==> config.mk <==
export PLATFORM = sky130hd
export DESIGN_NAME = resize_stream
export DESIGN_NICKNAME = d
export VERILOG_FILES = /design/src/rtl/resize_stream.sv
export SDC_FILE = /design/constraint.sdc
export NUM_CORES = 1
export LEC_CHECK = 0
export ABC_AREA = 1
export BUFFER_PORTS_ARGS = -buffer_cell sky130_fd_sc_hd__buf_2
export CELL_PAD_IN_SITES_DETAIL_PLACEMENT = 1
export CELL_PAD_IN_SITES_GLOBAL_PLACEMENT = 2
export CORE_MARGIN = 10
export CORE_UTILIZATION = 35
export DETAILED_ROUTE_END_ITERATION = 7
export PLACE_DENSITY = 0.9
export SETUP_SLACK_MARGIN = 0.02
export SLEW_MARGIN = 30
export SYNTH_ARGS = -nofsm -noshare
export SYNTH_HDL_FRONTEND = slang
export SYNTH_SLANG_ARGS = --single-unit
==> constraint.sdc <==
create_clock -name clk -period 3.3 [get_ports clk]
set_input_delay 0.825 -clock clk [delete_from_list [all_inputs] [get_ports clk]]
set_output_delay 0.825 -clock clk [all_outputs]
set_load 0.02 [all_outputs]
==> src/rtl/resize_stream.sv <==
// resize_stream: multi-lane fixed-point recast with run-time shift, selectable
// rounding, saturate/wrap and per-lane sticky overflow flags. Three register
// stages (align, round, range) share one enable so backpressure stalls the
// whole pipe; each stage carries the config its sample was accepted with.
module resize_stream #(
    parameter int DIN_WIDTH   = 18,
    parameter int DIN_POINT   = 16,
    parameter int DOUT_WIDTH  = 9,
    parameter int DOUT_POINT  = 8,
    parameter     DATA_TYPE   = "signed",
    parameter int PARALLEL    = 4,
    parameter int MAX_SHIFT   = 8,
    parameter int SHIFT_WIDTH = 5
) (
    input  logic                                clk,
    input  logic                                rst_n,
    input  logic [DIN_WIDTH*PARALLEL-1:0]       din,
    input  logic                                din_valid,
    output logic                                din_ready,
    input  logic                                sync_in,
    output logic [DOUT_WIDTH*PARALLEL-1:0]      dout,
    output logic                                dout_valid,
    input  logic                                dout_ready,
    output logic                                sync_out,
    input  logic                                cfg_we,
    input  logic signed [SHIFT_WIDTH-1:0]       cfg_shift,
    input  logic [1:0]                          cfg_round,
    input  logic                                cfg_sat,
    input  logic                                warn_clr,
    output logic [PARALLEL-1:0]                 warn_flags,
    output logic                                warning
);

    localparam int  FRAC_DROP = DIN_POINT + MAX_SHIFT - DOUT_POINT;
    localparam int  F         = FRAC_DROP;
    // aligned width; one extra top bit keeps unsigned data positive when held signed
    localparam int  XW        = DIN_WIDTH + 2 * MAX_SHIFT;
    // rounded width: aligned + 1 guard bit, minus dropped fraction
    localparam int  YW        = XW + 2 - F;
    localparam int  SAW       = $clog2(2 * MAX_SHIFT + 1);
    localparam bit  IS_SIGNED = (DATA_TYPE == "signed");
    localparam int  HI_I      = IS_SIGNED ? (2 ** (DOUT_WIDTH - 1) - 1) : (2 ** DOUT_WIDTH - 1);
    localparam int  LO_I      = IS_SIGNED ? -(2 ** (DOUT_WIDTH - 1)) : 0;
    localparam logic signed [YW-1:0] HI   = YW'(HI_I);
    localparam logic signed [YW-1:0] LO   = YW'(LO_I);
    localparam logic        [XW+1:0] HALF = (XW + 2)'(1) << (F - 1);

    if (FRAC_DROP < 1) begin : g_bad_frac
        $error("resize_stream: DIN_POINT+MAX_SHIFT-DOUT_POINT must be at least 1");
    end
    if (MAX_SHIFT > 2 ** (SHIFT_WIDTH - 1) - 1) begin : g_bad_shift
        $error("resize_stream: SHIFT_WIDTH cannot hold +/-MAX_SHIFT");
    end
    if (YW <= DOUT_WIDTH) begin : g_bad_width
        $error("resize_stream: output wider than rounded intermediate");
    end
    if (DATA_TYPE != "signed" && DATA_TYPE != "unsigned") begin : g_bad_type
        $error("resize_stream: DATA_TYPE must be \"signed\" or \"unsigned\"");
    end

    logic                          en;
    logic signed [SHIFT_WIDTH-1:0] cfg_shift_q;
    logic [1:0]                    cfg_round_q;
    logic                          cfg_sat_q;
    logic [SAW-1:0]                sh_amt;

    logic signed [XW:0]            x_next [PARALLEL];
    logic signed [XW:0]            s1_x   [PARALLEL];
    logic                          s1_valid, s1_sync, s1_sat;
    logic [1:0]                    s1_round;

    logic signed [XW+1:0]          rsum   [PARALLEL];
    logic signed [YW-1:0]          y_next [PARALLEL];
    logic signed [YW-1:0]          s2_y   [PARALLEL];
    logic                          s2_valid, s2_sync, s2_sat;

    logic [DOUT_WIDTH*PARALLEL-1:0] dout_next;
    logic [PARALLEL-1:0]           ovf_next;
    logic [PARALLEL-1:0]           s3_ovf;

    assign en        = !dout_valid || dout_ready;
    assign din_ready = en;
    assign sh_amt    = SAW'(MAX_SHIFT + int'(cfg_shift_q));

    // config registers; shift is clamped to +/-MAX_SHIFT on load
    always_ff @(posedge clk or negedge rst_n) begin
        if (!rst_n) begin
            cfg_shift_q <= '0;
            cfg_round_q <= 2'd0;
            cfg_sat_q   <= 1'b1;
        end else if (cfg_we) begin
            if (int'(cfg_shift) > MAX_SHIFT)
                cfg_shift_q <= SHIFT_WIDTH'(MAX_SHIFT);
            else if (int'(cfg_shift) < -MAX_SHIFT)
                cfg_shift_q <= SHIFT_WIDTH'(-MAX_SHIFT);
            else
                cfg_shift_q <= cfg_shift;
            cfg_round_q <= cfg_round;
            cfg_sat_q   <= cfg_sat;
        end
    end

    // align: extend each lane and shift so the binary point sits at DIN_POINT+MAX_SHIFT
    always_comb begin
        for (int i = 0; i < PARALLEL; i++) begin
            x_next[i] = {{(XW + 1 - DIN_WIDTH){IS_SIGNED & din[i*DIN_WIDTH + DIN_WIDTH - 1]}},
                         din[i*DIN_WIDTH +: DIN_WIDTH]};
            x_next[i] = x_next[i] <<< sh_amt;
        end
    end

    // stage 1 register: aligned lanes plus the config this sample was accepted with
    always_ff @(posedge clk or negedge rst_n) begin
        if (!rst_n) begin
            s1_valid <= 1'b0;
            s1_sync  <= 1'b0;
            s1_round <= 2'd0;
            s1_sat   <= 1'b1;
            for (int i = 0; i < PARALLEL; i++) s1_x[i] <= '0;
        end else if (en) begin
            s1_valid <= din_valid;
            s1_sync  <= sync_in;
            s1_round <= cfg_round_q;
            s1_sat   <= cfg_sat_q;
            for (int i = 0; i < PARALLEL; i++) s1_x[i] <= x_next[i];
        end
    end

    // round: add half for modes 1/2 on a guard-extended word; an exact half leaves
    // the dropped bits all zero, which is where mode 2 pulls odd results back to even
    always_comb begin
        for (int i = 0; i < PARALLEL; i++) begin
            rsum[i]   = {s1_x[i][XW], s1_x[i]}
                        + ((s1_round == 2'd1 || s1_round == 2'd2) ? HALF : '0);
            y_next[i] = rsum[i][XW+1:F];
            if (s1_round == 2'd2 && rsum[i][F-1:0] == '0 && y_next[i][0])
                y_next[i] = y_next[i] - YW'(1);
        end
    end

    // stage 2 register: rounded lanes
    always_ff @(posedge clk or negedge rst_n) begin
        if (!rst_n) begin
            s2_valid <= 1'b0;
            s2_sync  <= 1'b0;
            s2_sat   <= 1'b1;
            for (int i = 0; i < PARALLEL; i++) s2_y[i] <= '0;
        end else if (en) begin
            s2_valid <= s1_valid;
            s2_sync  <= s1_sync;
            s2_sat   <= s1_sat;
            for (int i = 0; i < PARALLEL; i++) s2_y[i] <= y_next[i];
        end
    end

    // range: detect overflow, then clamp or keep the low bits
    always_comb begin
        dout_next = '0;
        ovf_next  = '0;
        for (int i = 0; i < PARALLEL; i++) begin
            ovf_next[i] = (s2_y[i] > HI) || (s2_y[i] < LO);
            if (s2_sat && s2_y[i] > HI)
                dout_next[i*DOUT_WIDTH +: DOUT_WIDTH] = HI[DOUT_WIDTH-1:0];
            else if (s2_sat && s2_y[i] < LO)
                dout_next[i*DOUT_WIDTH +: DOUT_WIDTH] = LO[DOUT_WIDTH-1:0];
            else
                dout_next[i*DOUT_WIDTH +: DOUT_WIDTH] = s2_y[i][DOUT_WIDTH-1:0];
        end
    end

    // stage 3 register: output lanes and their overflow marks
    always_ff @(posedge clk or negedge rst_n) begin
        if (!rst_n) begin
            dout       <= '0;
            dout_valid <= 1'b0;
            sync_out   <= 1'b0;
            s3_ovf     <= '0;
        end else if (en) begin
            dout       <= dout_next;
            dout_valid <= s2_valid;
            sync_out   <= s2_sync;
            s3_ovf     <= ovf_next;
        end
    end

    // sticky flags set on an overflowing output transfer; set beats clear
    always_ff @(posedge clk or negedge rst_n) begin
        if (!rst_n) begin
            warn_flags <= '0;
            warning    <= 1'b0;
        end else begin
            warn_flags <= (warn_flags & ~{PARALLEL{warn_clr}})
                          | (s3_ovf & {PARALLEL{dout_valid && dout_ready}});
            warning    <= |warn_flags;
        end
    end

endmodule

==> results of run 1 <==
[stage by stage]
step                hold slack (ns)  area, um^2  cells  utilization (%)
detailed placement           0.4469       19920   3483            37.83
global placement             0.4351       19920   3483            37.83
CTS                          0.1983       21070   3541            40.01
finish                       0.1787       21070   3541            40.01
global route                 0.1966       21070   3541            40.01
floorplan                    0.4198       18640   2763                -
[cell usage after synthesis (all sizes together), types with 8 or more instances]
library cell / instances
and2: 24
a22oi: 38
o21ai: 255
nand4: 51
nand2: 950
o31ai: 18
nand3: 207
a21oi: 102
o32ai: 12
a32oi: 8
xnor2: 10
ha: 17
nor2: 284
or2: 36
xor2: 11
a31oi: 33
o22ai: 19
inv: 216
o211ai: 11
nor3: 18
clkbuf: 55
dfrtp: 280
buf: 78
[state kept, by name (all words and copies together) (netlist names), 2 cells and up]
register     count
s3_ovf           4
dout            36
s1_round         2
s1_x           140
cfg_shift_q      5
cfg_round_q      2
s2_y            80
warn_flags       4
[power by group through the flow]
stage	clock [mW]	combinational, mW	sequential (mW)
after detailed placement	0	6.35	5.93
final	3.92	6.35	5.89
after floorplan	0	4.07	5.84
after global placement	0	6.17	5.85
after CTS	3.99	6.39	5.88
after global routing	4.14	7.22	6.06
[cells by family (layout without fill, tap and decap cells)]
family,Yosys count,in the layout
multiplexers,4,4
flip-flops,283,283
adder cells (fa/ha/maj),17,17
XOR/XNOR,21,21
buffers and inverters,350,440
AO/OA/AOI/OAI,504,504
AND/OR/NAND/NOR,1584,1584
[path summary, 6_finish.rpt]
path                                  endpoint  slack [ns]  cells after the start
max in group asynchronous             dout[21]        2.25                      2
min in group clk                    dout_valid        0.46                      2
worst min-delay path            cfg_shift_q[1]        0.18                      1
worst max register to register        s2_y[78]        0.26                     14
worst max-delay path                  s2_y[78]        0.26                     14
worst min register to register      dout_valid        0.46                      2
[routing by layer]
layer	wire length (um)	global-route usage (%)	vias up
li1	-	-	9187
met3	2554	2.356	51
met2	27570	30.49	347
met5	0	0	-
met4	839	3.649	0
met1	33650	30.09	9042
[cell type report]
class	count	area, um^2	area share, %
clock inverter	9	155.1	0.7364
inverter	217	825.8	3.919
multi-input combinational	2130	10140	48.12
timing repair buffer	165	1011	4.798
sequential	283	7089	33.65
tap	688	860.8	4.086
clock buffer	49	988.4	4.691
[worst reg2reg max path, cell delays in order (launching register included)]
cell	delay, ns
dfrtp_1	0.36
inv_1	0.06
ha_1	0.31
clkinvlp_4	0.24
ha_1	0.34
ha_1	0.27
xnor2_1	0.23
ha_1	0.26
inv_1	0.08
nor2_1	0.23
nand2_1	0.13
nor2_1	0.17
nand3_1	0.09
nand3_1	0.11
nand2_1	0.05
[what timing repair did]
action	in CTS	in global routing
gates resized for setup	0	1
endpoints found under the setup margin	0	4
hold buffers	0	0
==> implementation parameters, run 1 <==
Parameter                              Value

Critical path
  Startpoint type of the worst setup path    register
  Series of cell instances along the critical path    inv_1 -> ha_1 -> clkinvlp_4 -> ha_1 -> ha_1 -> xnor2_1 -> ha_1 -> inv_1 -> nor2_1 -> nand2_1 -> nor2_1 -> nand3_1 -> nand3_1 -> nand2_1
  Required time of the critical path    3.70 ns
  Slowest stage cell, crit path    dfrtp_1
  Largest stage delay on the critical path    between 0.3 and 0.4 ns
  Critical path start-end classification    reg2reg
  Type of element capturing the critical path    register
  Delay-heaviest family, CP    adder cells
  Highest fanout seen on the critical path    8
  Most common cell type on the critical path    ha_1
  Worst Path Buf+Inv    3
  Start of the worst register-to-register path    s1_round[0]
  Data arrival time of the worst path    between 3 and 4 ns
  CP Launch Point    s1_round[0]

Floorplan
  Starting density of the core    ~35%
  Top Ports    about 130
  Die extent in x    between 200 and 300 um
  Floorplan die height    around 250 um
  Full die area    62880 um^2
  Number of rows created at floorplan    84
  Floorplan Core Area    52660 um^2

Clock network
  Clock Pin Slew Worst Setup and Hold Paths    roughly 0.060 ns
  Worst skew pair latency    0.53 ns
  Cts bufs inserted    34
  Post-CTS setup-driven buffer insertion count    0
  Clock tree from TritonCTS    built
  CTS H-tree lvls    2
  Clock Sink Count    around 280
  Max Buffers Root-to-Sink    3
  Root Driver    clkbuf_16

Power
  Clock share of power    around a quarter
  Share of power burned in combinational logic    between 30% and 40%
  Int Power    9.089 mW
  Sw Pwr    between 7 and 8 mW
  Seq pwr share    between 30 and 40%
  Leakage Power    9.986 nW
  Sw Ratio    approximately 44%
  Power Total    approximately 16 mW
  Largest vdd supply drop    0.3793 mV
  PwrDens    approximately 770 nW/um^2

Synthesis
  Post-synthesis cell type count    48
  Library cell with the largest summed area after synthesis    dfrtp_1
  EDFF count, synth    0
  Xor/xnor share of the synthesized area    less than 1%
  Net Count, Synth    roughly 2900
  Mux cell area share after synthesis    less than 1%
  Share of synthesized cell area in full adder, half adder and majority cells    1.141%
  Async SR Flop Fraction    100.0%
  #FFs+latches synth    283
  Part of the Yosys area used for sequential elements    approximately two fifths
  Top cell type's share of synthesized area    between 30% and 40%
  Syn Std Cell Area    roughly 19000 um^2
  Gate count after technology mapping    roughly 2800
  Primary flip-flop cell chosen by synthesis mapping    dfrtp_1
  Ranking of synthesized cells by area    dfrtp_1 (38%), nand2_1 (19%), o21ai_0 (5.6%)
  Compound-Gate Fraction of Synth Area    around 15%
  Synth warnings    0
  Dominant combinational cell family by area after synthesis    simple AND/OR/NAND/NOR gates
  Synthesized-area fraction occupied by and/or/nand/nor cells    a little under two fifths
  Post-synthesis average cell area    around 6.7 um^2

STA
  Total of endpoints with negative setup slack in the final report    0
  Slew @ Worst Pin    about 0.81 ns
  Maximum frequency from static timing analysis    around 330 MHz
  Final Cycle Share    approximately nine tenths
  Fin. Hold Viols    0
  Worst Slack Setup Final    0.2641 ns
  Unrepaired setup endpoints after global routing    false
  Worst-case headroom to the max-slew limit    a little under half
  Count of final max-slew check failures    0
  Time the final worst path needs with I/O delays and setup    3.036 ns
  TNS Setup    0 ns
  Fin Clk Skew    0.02082 ns

Global route
  Overall routing resource usage    around 20%
  Maximum number of pins on one net before global-route repair    approximately 110
  Antenna violations before repair    0
  Global route total overflow    0
  First-pass GRT wire length    ~110000 um
  Via count of the first global-routing pass    19050

Cells and area
  Leading cell type in the layout, fill and taps excluded    nand2_1
  Layout cell share with drive strength beyond 1    11.15%
  Synth-to-layout area growth    13.04%
  Inserted Diodes    0
  Net total in the final layout    ~3000
  Count of filler cells inserted in the layout    slightly below 7000
  Most used cells in the layout excluding fill and tap cells    nand2_1 (933), dfrtp_1 (277), nor2_1 (247)

Place
  Total of buffers placed on input and output ports    130
  Dpl ws    about 0.2 ns
  Routability Congestion    ~0.87
  Total half-perimeter wirelength after legalization and detailed placement    approximately 50000 um

Min path
  Min-delay worst type    in2async

Route
  Wirelength per Cell    between 15 and 20 um
  Starting DRC count in detailed routing    between 1000 and 1500
  Final wirelength    64620 um
  Total number of vias    ~19000
  DRC errors left    0
  Antenna-violating nets left    0
  Number of optimization iterations in the first detailed-route pass    5
  Vias per cell    roughly 5.3

Job
  Max-cap check violation count    0

Run status
  Status    complete, no violations
Note: power is estimated with default switching activity, not from simulation.
==> run 2: changes to the inputs <==
Settings changed: CELL_PAD_IN_SITES_DETAIL_PLACEMENT 1 to unset, CELL_PAD_IN_SITES_GLOBAL_PLACEMENT 2 to unset, CORE_UTILIZATION 35 to 48, CTS_BUF_LIST set to sky130_fd_sc_hd__clkbuf_4 sky130_fd_sc_hd__clkbuf_8 sky130_fd_sc_hd__clkbuf_16, PLACE_DENSITY 0.9 to 0.74, SKIP_LAST_GASP set to 1.
==> implementation parameters, run 2 (synthesis results as in run 1) <==
Parameter                              Value

Cells and area
  Area taken by flip-flops and latches    about 7000 um^2
  Synth-to-layout area growth    11.42%
  Inserted Diodes    0
  Layout cell share with drive strength beyond 1    a little under an eighth
  Most used cells in the layout excluding fill and tap cells    nand2_1 (933), dfrtp_1 (278), nor2_1 (246)
  Net total in the final layout    ~2900
  Largest registers in the final layout    s1_x x140, s2_y x80, dout x36
  Count of filler cells inserted in the layout    between 3000 and 4000
  Largest register FFs    140
  Fin util    between 50 and 60%
  Leading cell type in the layout, fill and taps excluded    nand2_1
  Non-filler cells, final    ~3400
  Area of combinational cells with multiple inputs    approximately 10000 um^2
  Most flops, register    s1_x

STA
  Worst-case headroom to the max-slew limit    between 50% and 60%
  Fin. Hold Viols    0
  Time the final worst path needs with I/O delays and setup    ~2.9 ns
  TNS Setup    0 ns
  Maximum frequency from static timing analysis    approximately 340 MHz
  Count of final max-slew check failures    0
  Fin Clk Skew    0.02054 ns
  Total of endpoints with negative setup slack in the final report    0
  Slew @ Worst Pin    about 0.7 ns
  Final Cycle Share    around nine tenths
  Unrepaired setup endpoints after global routing    false
  Worst Slack Setup Final    ~0.36 ns

Global route
  Global route total overflow    0
  Antenna violations before repair    0
  Via count of the first global-routing pass    16950
  Maximum number of pins on one net before global-route repair    82
  First-pass GRT wire length    just over 90000 um
  Overall routing resource usage    between 20% and 30%

Route
  Vias per cell    around 5.4
  Total number of vias    around 18000
  Wirelength per Cell    between 15 and 20 um
  Starting DRC count in detailed routing    between 1500 and 2000
  Final wirelength    around 55000 um
  Antenna-violating nets left    0
  Number of optimization iterations in the first detailed-route pass    5
  DRC errors left    0

Power
  Leakage Power    9.950 nW
  Power Total    about 15 mW
  PwrDens    approximately 750 nW/um^2
  Largest vdd supply drop    0.3836 mV

Clock network
  Post-CTS setup-driven buffer insertion count    0
  Clock Pin Slew Worst Setup and Hold Paths    ~0.06 ns
  Worst skew pair latency    0.58 ns
  CTS H-tree lvls    1
  Cts bufs inserted    31
  Max Buffers Root-to-Sink    3
  Post-CTS sizing    0
  Number of hold buffers added after cts    0
  Root Driver    clkbuf_16
  Clock Sink Count    between 200 and 300
  Clock tree from TritonCTS    built

Critical path
  Highest fanout seen on the critical path    8
  Required time of the critical path    3.76 ns
  End of the worst register-to-register path    s2_y[78]
  Critical path start-end classification    reg2reg
  Startpoint type of the worst setup path    register
  Slowest stage cell, crit path    dfrtp_1
  R2R setup slack    0.36 ns
  Type of element capturing the critical path    register
  Most common cell type on the critical path    nand2_1
  Delay-heaviest family, CP    simple AND/OR/NAND/NOR gates
  Path depth of the worst reg2reg path    17
  Start of the worst register-to-register path    s1_round[0]
  Worst Path Buf+Inv    2
  Largest stage delay on the critical path    around 0.34 ns
  Data arrival time of the worst path    3.40 ns
  Series of cell instances along the critical path    inv_1 -> ha_1 -> inv_1 -> ha_1 -> ha_1 -> nand2_1 -> nor2_4 -> nand2_1 -> nand2_1 -> nand2_1 -> nor2_4 -> and2_1 -> nand2_1 -> nor2_1 -> nand3_1 -> nand3_1 -> nand2_1

Place
  Total half-perimeter wirelength after legalization and detailed placement    around 42000 um
  Dpl ws    ~0.36 ns
  Total of buffers placed on input and output ports    130
  Routability Congestion    roughly 0.96
  Number of placed instances with taps included    ~3300

Floorplan
  Full die area    between 40000 and 50000 um^2
  Floorplan die height    approximately 220 um
  Die extent in x    about 220 um
  Floorplan Core Area    about 39000 um^2
  Number of rows created at floorplan    between 70 and 80
  Top Ports    between 100 and 150
  Starting density of the core    between 40% and 50%

Run status
  Status    complete, no violations

Job
  Max-cap check violation count    0

Min path
  Min-delay worst type    in2async
[run 2: cell type report]
type                    count  area share [%]
clock inverters            11          0.4820
clock buffers              47           4.495
multi-input cells        2130           48.83
repair buffers            163           4.977
flip-flops and latches    283           34.13
inverters                 217           3.959
well taps                 518           3.121
[run 2: report_power, final]
| group | total (mW) | internal, mW | leakage (nW) | switching [mW] |
|---|---|---|---|---|
| combinational | 6.13 | 1.96 | 6.00 | 4.17 |
| sequential | 5.85 | 4.74 | 3.44 | 1.12 |
| clock | 3.49 | 2.03 | 0.506 | 1.46 |
[run 2: stage by stage]
step | hold slack, ns | cell area [um^2]
3_5_place_dp | 0.4349 | 19730
4_1_cts | 0.2589 | 20760
5_1_grt | 0.2693 | 20770
6_report | 0.2368 | 20770
2_1_floorplan | 0.4198 | 18640
3_3_place_gp | 0.4355 | 19730
[run 2: how the worst max path moves through the flow]
stage	slack, ns	startpoint	depth (start not counted)	end
2_1_floorplan	0.77	dout_ready	5	din_ready
3_3_place_gp	0.39	s1_round[0]	17	s2_y[78]
3_5_place_dp	0.36	s1_round[0]	17	s2_y[78]
4_1_cts	0.34	s1_round[0]	17	s2_y[78]
5_1_grt	0.07	s1_round[0]	17	s2_y[74]
6_report	0.36	s1_round[0]	17	s2_y[78]
[run 2: worst register-to-register path, delay by kind of cell (launching register included)]
kind          cells  cell delay (ns)
buf+inv           2             0.35
simple gates     12             1.24
flops             1             0.34
fa+ha+maj         3             0.88
[run 2: metal layers]
metal  track usage, %  wire (um)
met3            3.509       4310
met4            4.708        836
met1            35.42      27330
met5                0          0
met2            33.30      22700
==> run 3: changes to the inputs <==
Settings changed: CORE_ASPECT_RATIO set to 1.4.
==> implementation parameters, run 3 (synthesis results as in run 1) <==
Parameter                              Value

Cells and area
  Count of filler cells inserted in the layout    about 3800
  Leading cell type in the layout, fill and taps excluded    nand2_1
  Most flops, register    s1_x
  Post-route cell area    20590 um^2
  Largest registers in the final layout    s1_x x140, s2_y x80, dout x36
  Largest register FFs    140
  Area taken by flip-flops and latches    roughly 7100 um^2
  Net total in the final layout    ~2900
  Inserted Diodes    0
  Area of combinational cells with multiple inputs    10140 um^2
  Synth-to-layout area growth    10.49%
  Most used cells in the layout excluding fill and tap cells    nand2_1 (933), dfrtp_1 (278), nor2_1 (247)
  Layout cell share with drive strength beyond 1    ~11%

Critical path
  Startpoint type of the worst setup path    register
  End of the worst register-to-register path    s2_y[78]
  Most common cell type on the critical path    nand2_1
  Largest stage delay on the critical path    0.34 ns
  Slowest stage cell, crit path    dfrtp_1
  Required time of the critical path    ~3.7 ns
  Critical path start-end classification    reg2reg
  Highest fanout seen on the critical path    8
  Data arrival time of the worst path    3.33 ns
  R2R setup slack    ~0.4 ns
  Start of the worst register-to-register path    s1_round[0]
  Path depth of the worst reg2reg path    17
  Type of element capturing the critical path    register
  Series of cell instances along the critical path    inv_1 -> ha_1 -> inv_1 -> ha_1 -> ha_1 -> nand2_1 -> nor2_4 -> nand2_1 -> nand2_1 -> nand2_1 -> nor2_4 -> and2_1 -> nand2_1 -> nor2_1 -> nand3_1 -> nand3_1 -> nand2_1

STA
  Fin Clk Skew    around 0.026 ns
  Worst Slack Setup Final    0.4110 ns
  Unrepaired setup endpoints after global routing    false
  Final Hold Slack    0.2048 ns
  Fin. Hold Viols    0
  Final Cycle Share    a little under 90%
  Maximum frequency from static timing analysis    roughly 350 MHz
  Total of endpoints with negative setup slack in the final report    0
  Slew @ Worst Pin    0.9742 ns
  TNS Setup    0 ns
  Count of final max-slew check failures    0
  Worst-case headroom to the max-slew limit    34.81%
  Time the final worst path needs with I/O delays and setup    roughly 2.9 ns

Clock network
  Post-CTS setup-driven buffer insertion count    0
  Post-CTS sizing    0
  Clock Sink Count    around 280
  Cts bufs inserted    27
  Clock tree from TritonCTS    built
  Clock Pin Slew Worst Setup and Hold Paths    0.06 ns
  CTS H-tree lvls    1
  Number of hold buffers added after cts    0
  Root Driver    clkbuf_16
  Max Buffers Root-to-Sink    3
  Worst skew pair latency    0.57 ns

Route
  Met2 Routed Length    23640 um
  Final wirelength    roughly 54000 um
  Total number of vias    about 18000
  Wirelength per Cell    ~16 um
  Antenna-violating nets left    0
  DRC errors left    0
  Number of optimization iterations in the first detailed-route pass    5
  Metal1 wirelength    25740 um
  Starting DRC count in detailed routing    around 1700
  Wire length on met3    3344 um
  Vias per cell    5.489
  Highest signal layer in the routed design    met4

Place
  Total of buffers placed on input and output ports    130
  Total half-perimeter wirelength after legalization and detailed placement    between 40000 and 50000 um
  Total placed instance area    approximately 20000 um^2
  Routability Congestion    0.9491
  Dpl ws    slightly above 0.4 ns

Floorplan
  Die extent in x    between 150 and 200 um
  Full die area    47220 um^2
  Floorplan die height    approximately 250 um
  Top Ports    approximately 130
  Starting density of the core    between 40% and 50%
  Floorplan Core Area    about 38000 um^2
  Number of rows created at floorplan    85

Global route
  Antenna violations before repair    0
  First-pass GRT wire length    between 80000 and 90000 um
  Maximum number of pins on one net before global-route repair    108
  Overall routing resource usage    around 22%
  Via count of the first global-routing pass    17180
  Global route total overflow    0

Power
  PwrDens    727.9 nW/um^2
  Largest vdd supply drop    approximately 0.42 mV
  Power Total    between 10 and 15 mW
  Leakage Power    approximately 9.9 nW

Min path
  Min-delay worst type    in2async

Job
  Max-cap check violation count    0

Run status
  Status    complete, no violations
## run 3: worst max-delay path by stage
stage / startpoint / to / slack (ns) / cells past startpoint
floorplan: dout_ready / din_ready / 0.77 / 5
global placement: s1_round[0] / s2_y[78] / 0.46 / 17
detailed placement: s1_round[0] / s2_y[78] / 0.41 / 17
CTS: s1_round[0] / s2_y[78] / 0.38 / 17
global route: s1_round[0] / s2_y[76] / 0.12 / 15
finish: s1_round[0] / s2_y[78] / 0.41 / 17
## run 3: report_power, final
group	leakage (nW)	internal, mW	total (mW)	switching (mW)
sequential	3.44	4.73	5.81	1.08
combinational	6.00	1.96	6.09	4.12
clock	0.439	1.74	3.09	1.35
total	9.88	8.44	15.0	6.55
## run 3: cell type report
class	instances	area share [%]
clock inverter	10	0.4435
tap	522	3.172
multi-input combinational	2130	49.23
clock buffer	39	3.809
timing repair buffer	164	4.933
inverter	217	3.992
sequential	283	34.42
## run 3: critical path: cells and delay by family (launching register included)
kind | cells | cell delay, ns
adder cells (fa/ha/maj) | 3 | 0.85
buffers and inverters | 2 | 0.32
flip-flops | 1 | 0.34
AND/OR/NAND/NOR | 12 | 1.27
## run 3: layer usage
metal	vias to the layer above	global-route usage, %
met5	-	0
met4	0	5.980
met3	63	2.574
met2	579	34.39
met1	8628	32.17
li1	9200	-
## run 3: through the flow
step | utilization, % | std cells
after floorplan | - | 2763
after global placement | 51.36 | 3316
after detailed placement | 51.36 | 3316
after CTS | 53.64 | 3365
after global routing | 53.64 | 3365
final | 53.64 | 3365
